===== config.mk =====
export PLATFORM = sky130hd
export DESIGN_NAME = mem_arbiter_flat
export DESIGN_NICKNAME = d
export VERILOG_FILES = /design/src/rtl/mem_arbiter_if.sv /design/src/rtl/mem_arbiter.sv /design/src/flat_wrapper.sv
export SDC_FILE = /design/constraint.sdc
export NUM_CORES = 1
export LEC_CHECK = 0
export ABC_AREA = 1
export BUFFER_PORTS_ARGS = -buffer_cell sky130_fd_sc_hd__buf_2
export CAP_MARGIN = 40
export CORE_UTILIZATION = 51
export DETAILED_ROUTE_END_ITERATION = 8
export PLACE_DENSITY_LB_ADDON = 0.1
export SLEW_MARGIN = 5
export SYNTH_ARGS = -nofsm -noshare
export SYNTH_HDL_FRONTEND = slang
export SYNTH_SLANG_ARGS = --single-unit

===== constraint.sdc =====
create_clock -name clk -period 2.9 [get_ports clk]
set_input_delay 0.29 -clock clk [delete_from_list [all_inputs] [get_ports clk]]
set_output_delay 0.29 -clock clk [all_outputs]
set_load 0.03 [all_outputs]

===== src/rtl/mem_arbiter_if.sv =====
// Bus bundle between the memory arbiter, its three requesters and the RAM port.
// The arbiter connects through the slave modport; the environment drives the master side.
interface mem_arbiter_if #(
    parameter int ADDR_W = 12,
    parameter int DATA_W = 8
);
    logic              uploading;
    logic              up_req;
    logic [ADDR_W-1:0] up_addr;
    logic [DATA_W-1:0] up_data;
    logic              up_gnt;
    logic [ADDR_W:0]   up_count;

    logic              cpu_req;
    logic              cpu_wr;
    logic [ADDR_W-1:0] cpu_addr;
    logic [DATA_W-1:0] cpu_wdata;
    logic              cpu_gnt;
    logic              cpu_rvalid;
    logic [DATA_W-1:0] cpu_rdata;

    logic              dbg_req;
    logic [ADDR_W-1:0] dbg_addr;
    logic              dbg_gnt;
    logic              dbg_rvalid;
    logic [DATA_W-1:0] dbg_rdata;

    logic              mem_en;
    logic              mem_wr;
    logic [ADDR_W-1:0] mem_addr;
    logic [DATA_W-1:0] mem_in;
    logic [DATA_W-1:0] mem_out;

    modport slave (
        input  uploading, up_req, up_addr, up_data,
        input  cpu_req, cpu_wr, cpu_addr, cpu_wdata,
        input  dbg_req, dbg_addr,
        input  mem_out,
        output up_gnt, up_count,
        output cpu_gnt, cpu_rvalid, cpu_rdata,
        output dbg_gnt, dbg_rvalid, dbg_rdata,
        output mem_en, mem_wr, mem_addr, mem_in
    );

    modport master (
        output uploading, up_req, up_addr, up_data,
        output cpu_req, cpu_wr, cpu_addr, cpu_wdata,
        output dbg_req, dbg_addr,
        output mem_out,
        input  up_gnt, up_count,
        input  cpu_gnt, cpu_rvalid, cpu_rdata,
        input  dbg_gnt, dbg_rvalid, dbg_rdata,
        input  mem_en, mem_wr, mem_addr, mem_in
    );
endinterface


===== src/rtl/mem_arbiter.sv =====
// Single-port RAM arbiter: exclusive upload sessions, otherwise round-robin between
// CPU and debug readers. All grants and RAM commands are registered.
module mem_arbiter #(
    parameter int ADDR_W = 12,
    parameter int DATA_W = 8
) (
    input  logic          clk,
    input  logic          res,
    mem_arbiter_if.slave  bus
);
    typedef enum logic [1:0] {
        SHARED = 2'd0,
        UPLOAD = 2'd1,
        RESUME = 2'd2
    } state_t;

    localparam logic [ADDR_W:0] UP_MAX = {1'b1, {ADDR_W{1'b0}}};

    state_t            state_reg, state_next;

    logic              armed_reg;
    logic              prio_dbg_reg, prio_dbg_next;
    logic [ADDR_W:0]   up_count_reg, up_count_next;

    logic              up_gnt_reg, up_gnt_next;
    logic              cpu_gnt_reg, cpu_gnt_next;
    logic              dbg_gnt_reg, dbg_gnt_next;
    logic              mem_en_reg;
    logic              mem_wr_reg, mem_wr_next;
    logic [ADDR_W-1:0] mem_addr_reg, mem_addr_next;
    logic [DATA_W-1:0] mem_in_reg, mem_in_next;

    logic              cpu_pend_reg, dbg_pend_reg;
    logic              cpu_rvalid_reg, dbg_rvalid_reg;
    logic [DATA_W-1:0] cpu_rdata_reg, dbg_rdata_reg;

    logic              shared_ok;
    logic              cpu_win;
    logic              dbg_win;

    // Next-state, grant selection and RAM command for the following cycle.
    always_comb begin
        state_next    = state_reg;
        prio_dbg_next = prio_dbg_reg;
        up_count_next = up_count_reg;
        up_gnt_next   = 1'b0;
        cpu_gnt_next  = 1'b0;
        dbg_gnt_next  = 1'b0;
        mem_wr_next   = 1'b0;
        mem_addr_next = '0;
        mem_in_next   = '0;
        shared_ok     = 1'b0;
        cpu_win       = 1'b0;
        dbg_win       = 1'b0;

        case (state_reg)
            SHARED: begin
                if (bus.uploading) begin
                    state_next    = UPLOAD;
                    up_count_next = '0;
                end else begin
                    shared_ok = 1'b1;
                end
            end
            UPLOAD: begin
                if (!bus.uploading) begin
                    state_next = RESUME;
                end else if (bus.up_req) begin
                    up_gnt_next   = 1'b1;
                    mem_wr_next   = 1'b1;
                    mem_addr_next = bus.up_addr;
                    mem_in_next   = bus.up_data;
                    if (up_count_reg != UP_MAX) begin
                        up_count_next = up_count_reg + 1'b1;
                    end
                end
            end
            RESUME: begin
                // The dead cycle is the one spent in RESUME; its exit edge may grant again.
                state_next = SHARED;
                shared_ok  = !bus.uploading;
            end
            default: begin
                state_next = SHARED;
            end
        endcase

        // Ties go to whichever requester was not granted last.
        if (shared_ok && armed_reg) begin
            cpu_win = bus.cpu_req && (!bus.dbg_req || !prio_dbg_reg);
            dbg_win = bus.dbg_req && !cpu_win;
        end

        if (cpu_win) begin
            cpu_gnt_next  = 1'b1;
            mem_wr_next   = bus.cpu_wr;
            mem_addr_next = bus.cpu_addr;
            mem_in_next   = bus.cpu_wdata;
            prio_dbg_next = 1'b1;
        end else if (dbg_win) begin
            dbg_gnt_next  = 1'b1;
            mem_addr_next = bus.dbg_addr;
            prio_dbg_next = 1'b0;
        end
    end

    always_ff @(posedge clk or negedge res) begin
        if (!res) begin
            state_reg <= SHARED;
        end else begin
            state_reg <= state_next;
        end
    end

    // armed_reg holds off grants on the first edge after reset release.
    always_ff @(posedge clk or negedge res) begin
        if (!res) begin
            armed_reg    <= 1'b0;
            prio_dbg_reg <= 1'b0;
            up_count_reg <= '0;
            up_gnt_reg   <= 1'b0;
            cpu_gnt_reg  <= 1'b0;
            dbg_gnt_reg  <= 1'b0;
            mem_en_reg   <= 1'b0;
            mem_wr_reg   <= 1'b0;
            mem_addr_reg <= '0;
            mem_in_reg   <= '0;
        end else begin
            armed_reg    <= 1'b1;
            prio_dbg_reg <= prio_dbg_next;
            up_count_reg <= up_count_next;
            up_gnt_reg   <= up_gnt_next;
            cpu_gnt_reg  <= cpu_gnt_next;
            dbg_gnt_reg  <= dbg_gnt_next;
            mem_en_reg   <= up_gnt_next | cpu_gnt_next | dbg_gnt_next;
            mem_wr_reg   <= mem_wr_next;
            mem_addr_reg <= mem_addr_next;
            mem_in_reg   <= mem_in_next;
        end
    end

    // Read return: RAM data appears the cycle after the grant and is captured at its end.
    always_ff @(posedge clk or negedge res) begin
        if (!res) begin
            cpu_pend_reg   <= 1'b0;
            dbg_pend_reg   <= 1'b0;
            cpu_rvalid_reg <= 1'b0;
            dbg_rvalid_reg <= 1'b0;
            cpu_rdata_reg  <= '0;
            dbg_rdata_reg  <= '0;
        end else begin
            cpu_pend_reg   <= cpu_gnt_reg & ~mem_wr_reg;
            dbg_pend_reg   <= dbg_gnt_reg;
            cpu_rvalid_reg <= cpu_pend_reg;
            dbg_rvalid_reg <= dbg_pend_reg;
            if (cpu_pend_reg) begin
                cpu_rdata_reg <= bus.mem_out;
            end
            if (dbg_pend_reg) begin
                dbg_rdata_reg <= bus.mem_out;
            end
        end
    end

    assign bus.up_gnt     = up_gnt_reg;
    assign bus.up_count   = up_count_reg;
    assign bus.cpu_gnt    = cpu_gnt_reg;
    assign bus.cpu_rvalid = cpu_rvalid_reg;
    assign bus.cpu_rdata  = cpu_rdata_reg;
    assign bus.dbg_gnt    = dbg_gnt_reg;
    assign bus.dbg_rvalid = dbg_rvalid_reg;
    assign bus.dbg_rdata  = dbg_rdata_reg;
    assign bus.mem_en     = mem_en_reg;
    assign bus.mem_wr     = mem_wr_reg;
    assign bus.mem_addr   = mem_addr_reg;
    assign bus.mem_in     = mem_in_reg;
endmodule


===== src/flat_wrapper.sv =====
// flat-port wrapper written by rule: the top's interface ports become plain ports
module mem_arbiter_flat 
#(
    parameter int ADDR_W = 12,
    parameter int DATA_W = 8
)
  (clk, res, bus_uploading, bus_up_req, bus_up_addr, bus_up_data, bus_cpu_req, bus_cpu_wr, bus_cpu_addr, bus_cpu_wdata, bus_dbg_req, bus_dbg_addr, bus_mem_out, bus_up_gnt, bus_up_count, bus_cpu_gnt, bus_cpu_rvalid, bus_cpu_rdata, bus_dbg_gnt, bus_dbg_rvalid, bus_dbg_rdata, bus_mem_en, bus_mem_wr, bus_mem_addr, bus_mem_in);
  mem_arbiter_if #(.ADDR_W(ADDR_W), .DATA_W(DATA_W)) bus_i ();
  input  logic clk;
  input  logic res;
  input wire logic [$bits(bus_i.uploading)-1:0] bus_uploading;
  input wire logic [$bits(bus_i.up_req)-1:0] bus_up_req;
  input wire logic [$bits(bus_i.up_addr)-1:0] bus_up_addr;
  input wire logic [$bits(bus_i.up_data)-1:0] bus_up_data;
  input wire logic [$bits(bus_i.cpu_req)-1:0] bus_cpu_req;
  input wire logic [$bits(bus_i.cpu_wr)-1:0] bus_cpu_wr;
  input wire logic [$bits(bus_i.cpu_addr)-1:0] bus_cpu_addr;
  input wire logic [$bits(bus_i.cpu_wdata)-1:0] bus_cpu_wdata;
  input wire logic [$bits(bus_i.dbg_req)-1:0] bus_dbg_req;
  input wire logic [$bits(bus_i.dbg_addr)-1:0] bus_dbg_addr;
  input wire logic [$bits(bus_i.mem_out)-1:0] bus_mem_out;
  output wire logic [$bits(bus_i.up_gnt)-1:0] bus_up_gnt;
  output wire logic [$bits(bus_i.up_count)-1:0] bus_up_count;
  output wire logic [$bits(bus_i.cpu_gnt)-1:0] bus_cpu_gnt;
  output wire logic [$bits(bus_i.cpu_rvalid)-1:0] bus_cpu_rvalid;
  output wire logic [$bits(bus_i.cpu_rdata)-1:0] bus_cpu_rdata;
  output wire logic [$bits(bus_i.dbg_gnt)-1:0] bus_dbg_gnt;
  output wire logic [$bits(bus_i.dbg_rvalid)-1:0] bus_dbg_rvalid;
  output wire logic [$bits(bus_i.dbg_rdata)-1:0] bus_dbg_rdata;
  output wire logic [$bits(bus_i.mem_en)-1:0] bus_mem_en;
  output wire logic [$bits(bus_i.mem_wr)-1:0] bus_mem_wr;
  output wire logic [$bits(bus_i.mem_addr)-1:0] bus_mem_addr;
  output wire logic [$bits(bus_i.mem_in)-1:0] bus_mem_in;
  assign bus_i.uploading = bus_uploading;
  assign bus_i.up_req = bus_up_req;
  assign bus_i.up_addr = bus_up_addr;
  assign bus_i.up_data = bus_up_data;
  assign bus_i.cpu_req = bus_cpu_req;
  assign bus_i.cpu_wr = bus_cpu_wr;
  assign bus_i.cpu_addr = bus_cpu_addr;
  assign bus_i.cpu_wdata = bus_cpu_wdata;
  assign bus_i.dbg_req = bus_dbg_req;
  assign bus_i.dbg_addr = bus_dbg_addr;
  assign bus_i.mem_out = bus_mem_out;
  assign bus_up_gnt = bus_i.up_gnt;
  assign bus_up_count = bus_i.up_count;
  assign bus_cpu_gnt = bus_i.cpu_gnt;
  assign bus_cpu_rvalid = bus_i.cpu_rvalid;
  assign bus_cpu_rdata = bus_i.cpu_rdata;
  assign bus_dbg_gnt = bus_i.dbg_gnt;
  assign bus_dbg_rvalid = bus_i.dbg_rvalid;
  assign bus_dbg_rdata = bus_i.dbg_rdata;
  assign bus_mem_en = bus_i.mem_en;
  assign bus_mem_wr = bus_i.mem_wr;
  assign bus_mem_addr = bus_i.mem_addr;
  assign bus_mem_in = bus_i.mem_in;
  mem_arbiter #(.ADDR_W(ADDR_W), .DATA_W(DATA_W)) u_core (.clk(clk), .res(res), .bus(bus_i));
endmodule

Word level (Yosys, flattened, before mapping)

Index checks and enable logic that the tools add are counted.

Input port bits: 67
Memories kept: 0
Bits in latches: 0
ROM bits: 0
Bits in writable memories: 0
Word-level logic and storage cells: 73
Output and inout port bits: 56
Register bits: 62

Multiply operators: 0
Divide/modulo/power cells: 0
Reduce and logical (&&, ||, !) cells: 13
$lt $le $gt $ge: 0
Equal/unequal tests: 8
Bitwise operators: 4
Shift operators: 0
Add/sub/neg operators: 1
Multiplexer cells: 30

Operators with widths:

| kind                                                             | number |
|---|---|
| 12-bit 2-to-1 mux                                                | 5 |
| 13-bit 2-to-1 mux                                                | 4 |
| 8-bit 2-to-1 mux                                                 | 4 |
| 13-bit case mux with 2 select lines                              | 1 |
| 13-bit by 1-bit adder with 13-bit output (second input constant) | 1 |
| 13-bit != test (second input constant)                           | 1 |
| 1-bit 2-to-1 mux                                                 | 12 |
| 2-bit != test (second input constant)                            | 4 |
| 5-bit AND reduction                                              | 1 |
| 1-bit logical NOT                                                | 4 |
| 2-bit 2-to-1 mux                                                 | 2 |
| 2-bit case mux with 2 select lines                               | 1 |
| 2-bit nonzero test                                               | 2 |
| 1-bit logical AND                                                | 3 |
| 2-bit by 1-bit == test with 1-bit output (second input constant) | 1 |
| 2-bit == test (second input constant)                            | 1 |
| 2-bit logical NOT                                                | 1 |
| 2-bit by 1-bit != test with 1-bit output (second input constant) | 1 |
| 1-bit bitwise OR                                                 | 2 |
| 1-bit case mux with 2 select lines                               | 1 |
| 2-bit AND reduction                                              | 1 |
| 1-bit AND                                                        | 1 |
| 1-bit logical OR                                                 | 1 |
| 1-bit NOT                                                        | 1 |

Longest topological paths before layout

Gate-level depths: netlist of the first run.

Depth in word-level cells: 9
Depth in mapped cells: 10
Mapped depth without buffers: 9

Worst setup path after synthesis of the first run

Ideal clock, no wire load.

Path type: register to register
Start: register u_core.up_count_reg[0] (netlist: u_core.bus.up_count[0])
End: register u_core.up_count_reg[9] (netlist: u_core.bus.up_count[9])
Period minus slack after synthesis: 1.613 ns
Data required time: 2.782 ns
Library setup time: 0.118 ns
Cell stages (with the launch flop): 11
Setup slack: 1.287 ns
Arrival: 1.495 ns
Buffers on the path: 1
Cell sequence: dfrtp_1 > inv_1 > ha_1 > nand2_1 > nor3_1 > nand2_2 > nand2_4 > nand2_2 > buf_6 > nand2_1 > nand2_1

Word-level cells in the longest chain between the ends: 5
Elaborated cells between the ends (all ways): 8
Classes of those cells: 1 x add/sub; 2 x eq/ne; 4 x mux; 1 x reduce/logical

Ends and longest elaborated chain:

| item                                     | RTL line           | source |
|---|---|---|
| start: declaration                       | mem_arbiter.sv:23  | `logic [ADDR_W:0] up_count_reg, up_count_next;` |
| start signal: assignment                 | mem_arbiter.sv:131 | `up_count_reg <= up_count_next;` |
| 13-bit by 1-bit adder with 13-bit output | mem_arbiter.sv:74  | `up_count_next = up_count_reg + 1'b1;` |
| 13-bit 2-to-1 mux                        | mem_arbiter.sv:73  | `if (up_count_reg != UP_MAX) begin` |
| 13-bit 2-to-1 mux                        | mem_arbiter.sv:68  | `end else if (bus.up_req) begin` |
| 13-bit 2-to-1 mux                        | mem_arbiter.sv:66  | `if (!bus.uploading) begin` |
| 13-bit case mux with 2 select lines      | mem_arbiter.sv:56  | `case (state_reg)` |

Several ways; a longest one is shown, not always the timed one. The select of a mux whose other input is x is not followed.
A chain may end at the register's enable or synchronous reset.

Worst setup path after layout of the first run

Ends and elaborated chain as after synthesis.

==> flow_summary_export.csv, run 1 <==
group,metric,value,unit
sta,finalSetupViolations,0,
clock_tree,cts_resized,0,
detailed_routing,wl_per_cell,13.1,um
detailed_routing,drtAntennaViolNets,0,
global_route,grt_pass1_wl,10000,um
die,pin_count,123,
worst_setup_path,end_kind,"flip-flop",
global_route,grt_pass1_vias,2257,
synthesis,synth_area_leader_cell,"dfrtp_1",
sta,slew_viol_final,0,
power,total_power,2.33,mW
global_route,grt_max_degree,39,
sta,rsz0062_at_grt,"false",
sta,setup_slack,1.19,ns
placed_design,io_buffers,122,
power,p_per_area,642,nW/um^2
clock_tree,cts_num_sinks,62,
hold_path,holdPathEnd,"u_core.state_reg[1]$_DFFE_PN0P_",
synthesis,seq_area_frac_synth,56.1,%
clock_tree,clock_path_buffers,2,
synthesis,synth_warnings,0,
detailed_routing,wirelength,6380,um
power,power_switching,0.684,mW
sta,tightest_slew,0.656,ns
clock_tree,htree_levels,3,
layout,nFillCells,423,
global_route,gr-total-overflow,0,
clock_tree,clock-root-buffer,"clkbuf_8",
clock_tree,postCtsSetupBuffers,0,
layout,final_cell_mix,"buf_2 (122), nand2_1 (86), dfrtp_1 (62)",
power,power_leakage,1.99,nW
sta,finalHoldViolCount,0,
worst_setup_path,reg2reg_to,"u_core.bus.up_count[9]$_DFFE_PN0P_",
synthesis,avgSynthCellArea,9.54,sq um
synthesis,yosys.cell_types.count,26,
worst_setup_path,critical_path_arrival,1.93,ns
sta,fmax,584,MHz
layout,largest_reg_flops,13,
global_route,antenna_found_initial,0,
clock_tree,clk_pin_slew,0.07,ns
power,internal-power,1.65,mW
synthesis,synthesis.nets,359,
layout,drive_gt1_share,38.9,%
power,p_sw_share,29.3,%
sta,finalSetupTns,0,ns
worst_setup_path,worstPathRequired,3.12,ns
die,initial_core_util,53.5,%
die,die_w,75.7,um
detailed_routing,viasPerCell,5.02,
worst_setup_path,cp-start-kind,"flip-flop",
hold_path,hold_path_depth,2,
power,power_frac_clock,37.2,%
die,die_h,75.7,um
job,max-cap-violations,0,
worst_setup_path,reg2reg_slack,1.19,ns
synthesis,syn-instance-count,290,
clock_tree,numCtsBuffers,9,
clock_tree,cts_tree,"built",
outcome,status,"finished clean",
worst_setup_path,r2r_start,"u_core.bus.up_count[0]$_DFFE_PN0P_",
global_route,grt.total_usage,24.3,%
die,die_area,5720,sq um
sta,max-slew-margin-rel,56.2,%
layout,finalNetCount,483,
placed_design,place_ws,1.21,ns
synthesis,synth.cell_area,2770,sq um
power,combPwrFrac,19.9,%
synthesis,yosys-top-cells-area,"dfrtp_1 (56%), nand2_1 (12%), mux2_2 (6.5%), nand3_1 (4.3%), nor2_1 (3.5%)",
die,num_rows,26,
sta,fin_crit_sh,59.0,%
sta,final.setup_skew,0.00810,ns
die,core,5170,sq um
layout,diodes,0,
sta,min_period,1.71,ns
layout,area_delta_synth_final,31.4,%
placed_design,gp_congestion,0.854,
worst_setup_path,crit_fanout,14,
detailed_routing,drc,0,
placed_design,dp_hpwl,4750,um
worst_setup_path,path_class,"flip-flop to flip-flop",
synthesis,ys_ff_latch,62,
power,vdd.ir_drop.worst,0.374,mV
power,p_seq_share,42.9,%
detailed_routing,dr.pass1.iters,6,
hold_path,min_from,"bus_uploading",
layout,final_common_cell,"buf_2",
worst_setup_path,crit_path_start,"u_core.bus.up_count[0]$_DFFE_PN0P_",
worst_setup_path,rr_worst_depth,9,
clock_tree,clkLatencyLatePin,0.33,ns
detailed_routing,via_count,2456,
synthesis,synth_top_area_share,56.1,%
hold_path,hold_class,"input pin to flip-flop",
detailed_routing,drtIter0Drc,127,
## critical path, stage by stage (launching register included)
cell     delay (ns)
dfrtp_1        0.45
inv_1          0.12
ha_1           0.15
nand2_1        0.05
nor3_1         0.17
nand2_2        0.12
nand2_4        0.17
nand2_2        0.19
nand2_1        0.12
nand2_1        0.06
## layout make-up
cell class	instances	area (sq um)	area share [%]
multi-input cells	198	1070	29.3
inverters	19	71.3	1.96
repair buffers	124	628	17.3
clock inverters	4	76.3	2.10
clock buffers	12	155	4.27
well taps	70	87.6	2.41
flip-flops and latches	62	1550	42.7
## routing by layer
metal / GRT usage [%] / vias up / wire length (um)
met3: 9.26 / 10 / 510
met1: 27.4 / 1132 / 2480
met5: 0 / - / 0
met2: 42.0 / 114 / 3290
li1: - / 1200 / -
met4: 9.26 / 0 / 103
## cell usage after synthesis, drive strengths merged
master,n
o21ai,1
nand3,24
clkbuf,2
a21boi,1
buf,9
a22oi,11
dfrtp,62
a22o,8
conb,1
ha,2
nor3b,2
nand2,89
a21oi,2
xor2,1
nor2,30
mux2,16
nor3,4
inv,19
nand4,6
## power groups by stage
stage	Sequential [mW]	Combinational (mW)	Clock [mW]
global route	1.01	0.505	0.922
detailed placement	1.02	0.469	0
CTS	1.00	0.471	0.886
floorplan	1.19	0.122	0
global placement	1.01	0.461	0
finish	1.00	0.464	0.869
## stage by stage
stage	utilization [%]	cells	cell area, sq um	hold slack, ns
4_1_cts	70.3	489	3640	0.135
3_3_place_gp	65.6	472	3390	0.300
3_5_place_dp	65.6	472	3390	0.308
2_1_floorplan	-	290	2770	-0.00559
5_1_grt	70.3	489	3640	0.148
6_report	70.3	489	3640	0.153
## cell families after synthesis
group	count (synthesis)	share of synthesized area, %
simple gates	155	24.3
buf+inv	30	5.38
mux	16	6.51
compound gates	23	6.33
flops	62	56.1
other cells	1	0.136
xor+xnor	1	0.317
fa+ha+maj	2	0.904
## worst max-delay path by stage
stage / slack (ns) / end
finish: 1.19 / u_core.bus.up_count[9]$_DFFE_PN0P_
global route: 1.02 / u_core.bus.up_count[10]$_DFFE_PN0P_
CTS: 1.20 / u_core.bus.up_count[6]$_DFFE_PN0P_
detailed placement: 1.21 / u_core.bus.up_count[11]$_DFFE_PN0P_
global placement: 1.28 / u_core.bus.up_count[12]$_DFFE_PN0P_
floorplan: 1.29 / u_core.bus.up_count[9]$_DFFE_PN0P_
## timing repair
item / CTS / global route
hold endpoints to repair: 24 / 0
endpoints found under the setup margin: 0 / 0
hold buffers: 1 / 0
Power figures use the tool's default switching activity.
==> run 2, diff against run 1 <==
--- a/config.mk
+++ b/config.mk
@@ -5,10 +5,10 @@
 export SDC_FILE = /design/constraint.sdc
 export NUM_CORES = 1
 export LEC_CHECK = 0
-export ABC_AREA = 1
+export ABC_AREA = 0
 export BUFFER_PORTS_ARGS = -buffer_cell sky130_fd_sc_hd__buf_2
 export CAP_MARGIN = 40
-export CORE_UTILIZATION = 51
+export CORE_UTILIZATION = 46
 export DETAILED_ROUTE_END_ITERATION = 8
 export PLACE_DENSITY_LB_ADDON = 0.1
 export SLEW_MARGIN = 5
==> constraint.sdc (replaced) <==
create_clock -name clk -period 1.7 [get_ports clk]
set_input_delay 0.17 -clock clk [delete_from_list [all_inputs] [get_ports clk]]
set_output_delay 0.17 -clock clk [all_outputs]
set_load 0.03 [all_outputs]
==> run 2 against run 1 <==
Net effect:
- the run now ends with setup timing left
- via count is 6.2% lower
- power is 85% higher
- global-route usage is 1.1 points lower
- critical path depth is 3 lower
- worst hold slack worse by 0.12 ns
- sequential cell count stayed put
- combinational power grew to 2.6 times the previous value
- first-iteration DRC count is 27% lower
- sequential share of layout area is 1.8 points lower
- critical path type unchanged
==> flow_summary_export.csv, run 2 <==
group,metric,value,unit
sta,fmax,501,MHz
die,die_w,77.7,um
synthesis,synth_warnings,0,
layout,diodes,0,
sta,setup_slack,-0.298,ns
power,power_leakage,2.09,nW
detailed_routing,via_count,2303,
power,p_per_area,1130,nW/um^2
worst_setup_path,critPathTopFamily,"compound AO/OA/AOI/OAI gates",
sta,finalSetupTns,-2.39,ns
clock_tree,clkLatencyLatePin,0.33,ns
detailed_routing,drc,0,
synthesis,yosys.cell_types.count,48,
clock_tree,cts_num_sinks,62,
layout,finalNetCount,433,
sta,max-slew-margin-rel,65.0,%
sta,finalSetupViolations,13,
layout,nFillCells,426,
die,die_h,77.7,um
worst_setup_path,path_class,"flip-flop to flip-flop",
placed_design,placed_area,3560,sq um
worst_setup_path,max_stage_delay,0.49,ns
layout,utilization,69.1,%
job,max-cap-violations,0,
synthesis,synth_edf_count,0,
global_route,antenna_found_initial,0,
worst_setup_path,crit_fanout,4,
synthesis,synthesis.nets,276,
placed_design,place_ws,-0.291,ns
die,initial_core_util,47.9,%
synthesis,seq_area_frac_synth,58.9,%
placed_design,dp_cells,423,
sta,rsz0062_at_grt,"true",
power,total_power,4.32,mW
hold_path,hold_class,"input pin to flip-flop",
global_route,grt_max_degree,27,
detailed_routing,wirelength,6520,um
layout,final_common_cell,"buf_2",
sta,tightest_slew,0.525,ns
placed_design,gp_congestion,0.870,
synthesis,synth.cell_area,2640,sq um
die,pin_count,123,
synthesis,avgSynthCellArea,12.7,sq um
worst_setup_path,crit_buf_inv,1,
outcome,violations,"setup timing",
outcome,status,"complete, but fails checks",
global_route,grt_pass1_wl,10700,um
clock_tree,clk_pin_slew,0.07,ns
placed_design,io_buffers,122,
die,die_area,6030,sq um
placed_design,dp_hpwl,4870,um
synthesis,yosys-top-cells-area,"dfrtp_1 (59%), mux2_2 (6.8%), a22o_1 (6.6%), a21o_1 (4.0%), o21ai_0 (1.5%)",
synthesis,post-synth-top-count-cell,"dfrtp_1",
layout,drive_gt1_share,55.8,%
worst_setup_path,worstPathRequired,1.92,ns
global_route,grt.total_usage,23.2,%
power,vdd.ir_drop.worst,0.604,mV
clock_tree,numCtsBuffers,9,
sta,slew_viol_final,0,
detailed_routing,wl_per_cell,14.8,um
die,core,5510,sq um
sta,finalHoldViolCount,0,
detailed_routing,viasPerCell,5.22,
die,num_rows,27,
worst_setup_path,critical_path_arrival,2.22,ns
clock_tree,clock_path_buffers,2,
layout,largest_reg_flops,13,
layout,final_area,3810,sq um
synthesis,synth_area_leader_cell,"dfrtp_1",
clock_tree,clock-root-buffer,"clkbuf_8",
clock_tree,cts_tree,"built",
synthesis,synth_common_cells,"dfrtp_1 (62), a22o_1 (20), mux2_2 (16)",
layout,area_delta_synth_final,44.5,%
sta,fin_crit_sh,118,%
detailed_routing,drtAntennaViolNets,0,
layout,final_cell_mix,"buf_2 (122), dfrtp_1 (57), buf_4 (30)",
synthesis,ys_ff_latch,62,
global_route,gr-total-overflow,0,
synthesis,synth-main-ff-cell,"dfrtp_1",
worst_setup_path,end_kind,"flip-flop",
synthesis,synth_top_area_share,58.9,%
global_route,grt_pass1_vias,2315,
detailed_routing,drtIter0Drc,93,
synthesis,syn-instance-count,207,
synthesis,synthArstFlopShare,100,%
sta,min_period,2.00,ns
sta,whs,0.0296,ns
sta,final.setup_skew,0.00636,ns
layout,final_cells,441,
clock_tree,htree_levels,3,
worst_setup_path,cp-start-kind,"flip-flop",
detailed_routing,dr.pass1.iters,4,
worst_setup_path,crit_chain,"inv_2 > ha_1 > or4b_4 > o31a_1 > a2111oi_2 > o21ba_1",
worst_setup_path,slowest_stage,"or4b_4",
-- run 2: cell count changes in the layout (fill, tap and decap cells not counted), moves of 8 or more --
cell / delta
buf_4: +29
o21ai_1: +8
nand2_1: -79
nand3_1: -17
a21o_1: +14
a22oi_1: -11
a22o_1: +12
nor2_1: -24
inv_1: -14
-- run 2: power breakdown --
group / internal [mW] / switching, mW
Clock: 0.762 / 0.571
Combinational: 0.468 / 0.739
Sequential: 1.68 / 0.103
Total: 2.91 / 1.41
-- run 2: layout make-up --
type / instances / area (sq um) / share of cell area [%]
flip-flops and latches: 62 / 1560 / 40.9
inverters: 6 / 22.5 / 0.592
multi-input cells: 129 / 1040 / 27.3
well taps: 72 / 90.1 / 2.37
clock inverters: 4 / 53.8 / 1.41
clock buffers: 12 / 155 / 4.07
repair buffers: 156 / 888 / 23.3
-- run 2: cell families (layout without fill, tap and decap cells) --
family | after synthesis | after routing | share of synthesized area, %
multiplexers | 16 | 16 | 6.84
flip-flops | 62 | 62 | 58.9
XOR/XNOR | 1 | 1 | 0.332
other | 1 | 1 | 0.142
AO/OA/AOI/OAI | 63 | 63 | 19.2
adder cells (fa/ha/maj) | 2 | 2 | 0.950
AND/OR/NAND/NOR | 46 | 46 | 11.1
buffers and inverters | 16 | 178 | 2.61
-- run 2: path summary, 6_finish.rpt --
| check | start | depth (start not counted) | endpoint | slack (ns) |
|---|---|---|---|---|
| hold reg to reg | u_core.bus.dbg_gnt$_DFF_PN0_ | 0 | u_core.dbg_pend_reg$_DFF_PN0_ | 0.37 |
| hold / removal | bus_cpu_addr[4] | 2 | u_core.bus.mem_addr[4]$_DFF_PN0_ | 0.03 |
| setup / recovery | u_core.bus.up_count[0]$_DFFE_PN0P_ | 6 | u_core.bus.up_count[4]$_DFFE_PN0P_ | -0.30 |
| max in group asynchronous | res | 3 | u_core.bus.dbg_rdata[1]$_DFFE_PN0P_ | 0.73 |
| min in group asynchronous | res | 2 | u_core.bus.dbg_rdata[7]$_DFFE_PN0P_ | 0.35 |
| setup reg to reg | u_core.bus.up_count[0]$_DFFE_PN0P_ | 6 | u_core.bus.up_count[4]$_DFFE_PN0P_ | -0.30 |
-- run 2: worst reg2reg max path, cell delays in order, from the launching register on --
cell and delay [ns]:
dfrtp_2 0.41, inv_2 0.05, ha_1 0.12, or4b_4 0.49, o31a_1 0.33, a2111oi_2 0.30
o21ba_1 0.19
-- run 2: timing repair --
| action | in CTS | in global routing |
|---|---|---|
| endpoints found under the setup margin | 13 | 13 |
| resized for setup | 6 | 6 |
| buffers inserted | 1 | 0 |
| pin swaps | 1 | 1 |
| hold endpoints to repair | 20 | 0 |
| hold buffers | 1 | 0 |
-- run 2: metal layers --
| metal | routed length, um | global-route usage [%] | up-vias |
|---|---|---|---|
| met5 | 0 | 0 | - |
| met4 | 137 | 12.3 | 0 |
| met3 | 371 | 4.82 | 11 |
| met2 | 3240 | 38.1 | 85 |
| met1 | 2770 | 28.7 | 1110 |
| li1 | - | - | 1097 |
==> run 3, diff against run 2 <==
==> constraint.sdc (replaced) <==
create_clock -name clk -period 1.7 [get_ports clk]
set_input_delay 0.085 -clock clk [delete_from_list [all_inputs] [get_ports clk]]
set_output_delay 0.085 -clock clk [all_outputs]
set_load 0.03 [all_outputs]
==> run 3 against run 2 <==
Net effect:
- the flow still finishes with violations (setup timing)
- wire length increased by 10%
- non-clock buffer count increased by 37
- critical path depth unchanged
- sequential power about the same
- utilization increased by 6.7 points
- die area unchanged
- worst hold slack got worse by 0.0048 ns
- global-route usage increased by 2.1 points
- power increased by 1.9%
- register-to-register slack about the same
- critical path type unchanged
- largest power group unchanged
==> flow_summary_export.csv, run 3 (synthesis results as in run 2) <==
group,metric,value,unit
job,max-cap-violations,0,
global_route,gr-total-overflow,0,
placed_design,dp_hpwl,4870,um
hold_path,holdPathEnd,"u_core.bus.mem_in[0]$_DFF_PN0_",
power,combPwrFrac,29.2,%
worst_setup_path,path_class,"flip-flop to flip-flop",
power,power_leakage,2.24,nW
power,power_switching,1.44,mW
power,power_frac_clock,30.4,%
clock_tree,htree_levels,3,
layout,final_common_cell,"buf_2",
worst_setup_path,max_stage_delay,0.49,ns
worst_setup_path,critical_path_arrival,2.23,ns
sta,max-slew-margin-rel,64.0,%
die,num_rows,27,
sta,min_period,2.00,ns
outcome,violations,"setup timing",
die,pin_count,123,
worst_setup_path,critPathTopFamily,"compound AO/OA/AOI/OAI gates",
layout,final_cell_mix,"buf_2 (122), dfrtp_1 (57), dlygate4sd3_1 (38)",
detailed_routing,viasPerCell,5.20,
worst_setup_path,crit_chain,"inv_2 > ha_1 > or4b_4 > o31a_1 > a2111oi_2 > o21ba_1",
clock_tree,clock-root-buffer,"clkbuf_8",
global_route,grt_pass1_wl,11700,um
global_route,grt_max_degree,27,
worst_setup_path,r2r_start,"u_core.bus.up_count[0]$_DFFE_PN0P_",
power,internal-power,2.96,mW
hold_path,min_from,"bus_up_data[0]",
placed_design,placed_area,3560,sq um
global_route,grt-busiest-layer,"met2",
global_route,met1_usage,31.1,%
sta,tightest_slew,0.540,ns
power,p_sw_share,32.7,%
global_route,antenna_found_initial,0,
global_route,grt_pass1_vias,2511,
die,initial_core_util,47.9,%
die,die_area,6030,sq um
detailed_routing,via_count,2485,
clock_tree,cts_num_sinks,62,
worst_setup_path,reg2reg_to,"u_core.bus.up_count[4]$_DFFE_PN0P_",
worst_setup_path,slowest_stage,"or4b_4",
power,p_per_area,1050,nW/um^2
worst_setup_path,end_kind,"flip-flop",
die,die_w,77.7,um
layout,diodes,0,
die,die_h,77.7,um
worst_setup_path,reg2reg_slack,-0.30,ns
layout,area_delta_synth_final,58.5,%
sta,slew_viol_final,0,
sta,fmax,499,MHz
worst_setup_path,crit_buf_inv,1,
layout,final_area,4180,sq um
die,core,5510,sq um
sta,finalSetupViolations,13,
worst_setup_path,crit_fanout,4,
detailed_routing,drtAntennaViolNets,0,
placed_design,place_ws,-0.291,ns
detailed_routing,wl_per_cell,15.1,um
worst_setup_path,worstPathRequired,1.92,ns
worst_setup_path,rr_worst_depth,6,
sta,rsz0062_at_grt,"true",
layout,largest_reg_flops,13,
clock_tree,clk_pin_slew,0.07,ns
clock_tree,clock_path_buffers,2,
clock_tree,clkLatencyLatePin,0.34,ns
hold_path,hold_class,"input pin to flip-flop",
detailed_routing,wirelength,7200,um
power,vdd.ir_drop.worst,0.606,mV
worst_setup_path,cp-start-kind,"flip-flop",
sta,setup_slack,-0.302,ns
clock_tree,numCtsBuffers,9,
layout,drive_gt1_share,50.7,%
global_route,met2_usage,42.6,%
detailed_routing,dr.pass1.iters,4,
layout,finalNetCount,470,
power,p_seq_share,40.5,%
placed_design,io_buffers,122,
outcome,status,"complete, but fails checks",
sta,final.setup_skew,0.00725,ns
detailed_routing,drtIter0Drc,111,
sta,fin_crit_sh,118,%
placed_design,gp_congestion,0.870,
detailed_routing,drc,0,
global_route,grt.total_usage,25.2,%
hold_path,hold_path_depth,2,
global_route,grt.met3_usage,4.82,%
sta,finalHoldViolCount,0,
clock_tree,cts_tree,"built",
==> run 3: changes by cell type in the layout (fill, tap and decap cells not counted) <==
cell           previous run  this run
dlygate4sd3_1             1        38
==> run 3: area by class of cell <==
type                       instances  area (sq um)
clock buffer                      12           155
clock inverter                     4          53.8
fill                             371          1330
multi-input combinational        129          1040
sequential                        62          1560
tap                               72          90.1
timing repair buffer             193          1260
inverter                           6          22.5
==> run 3: worst max path at each step <==
stage / slack, ns / to / start / cells after the start
finish: -0.30 / u_core.bus.up_count[4]$_DFFE_PN0P_ / u_core.bus.up_count[0]$_DFFE_PN0P_ / 6
global route: -0.34 / u_core.bus.up_count[4]$_DFFE_PN0P_ / u_core.bus.up_count[1]$_DFFE_PN0P_ / 6
CTS: -0.29 / u_core.bus.up_count[4]$_DFFE_PN0P_ / u_core.bus.up_count[0]$_DFFE_PN0P_ / 6
detailed placement: -0.29 / u_core.bus.up_count[4]$_DFFE_PN0P_ / u_core.bus.up_count[1]$_DFFE_PN0P_ / 6
global placement: -0.26 / u_core.bus.up_count[4]$_DFFE_PN0P_ / u_core.bus.up_count[0]$_DFFE_PN0P_ / 6
floorplan: -0.35 / u_core.bus.up_count[4]$_DFFE_PN0P_ / u_core.bus.up_count[0]$_DFFE_PN0P_ / 6
==> run 3: routing by layer <==
metal	part of all wire, %	wire length [um]
met2	51	3670
met3	4.7	336
met4	2.0	147
met5	0	0
met1	42	3040
==> run 3: repair_timing <==
| item | 4_1_cts | 5_1_grt |
|---|---|---|
| pin swaps | 1 | 1 |
| setup buffers | 1 | 0 |
| hold buffers | 38 | 0 |
| endpoints found under the hold margin | 58 | 0 |
| setup endpoints to repair | 13 | 13 |
| gates resized for setup | 6 | 6 |
==> run 3: metrics by stage <==
step	hold slack [ns]	power, mW	utilization [%]	std cells	TNS [ns]
floorplan	-0.211	2.51	-	207	-2.61
global placement	0.0829	2.97	64.6	423	-1.95
detailed placement	0.0905	3.00	64.6	423	-2.27
CTS	0.00183	4.42	75.6	478	-2.31
global route	0.0137	4.60	75.9	478	-3.31
finish	0.0248	4.40	75.9	478	-2.42
==> run 3: worst reg2reg max path, cell delays in order (launching register included) <==
cell       delay (ns)
dfrtp_2          0.41
inv_2            0.05
ha_1             0.12
or4b_4           0.49
o31a_1           0.33
a2111oi_2        0.30
o21ba_1          0.19
==> run 3: power by group through the flow <==
stage	clock network, mW	logic (mW)	registers, mW
2_1_floorplan	0	0.300	2.21
3_3_place_gp	0	1.18	1.79
3_5_place_dp	0	1.19	1.81
4_1_cts	1.37	1.27	1.78
5_1_grt	1.44	1.35	1.80
6_report	1.34	1.28	1.78
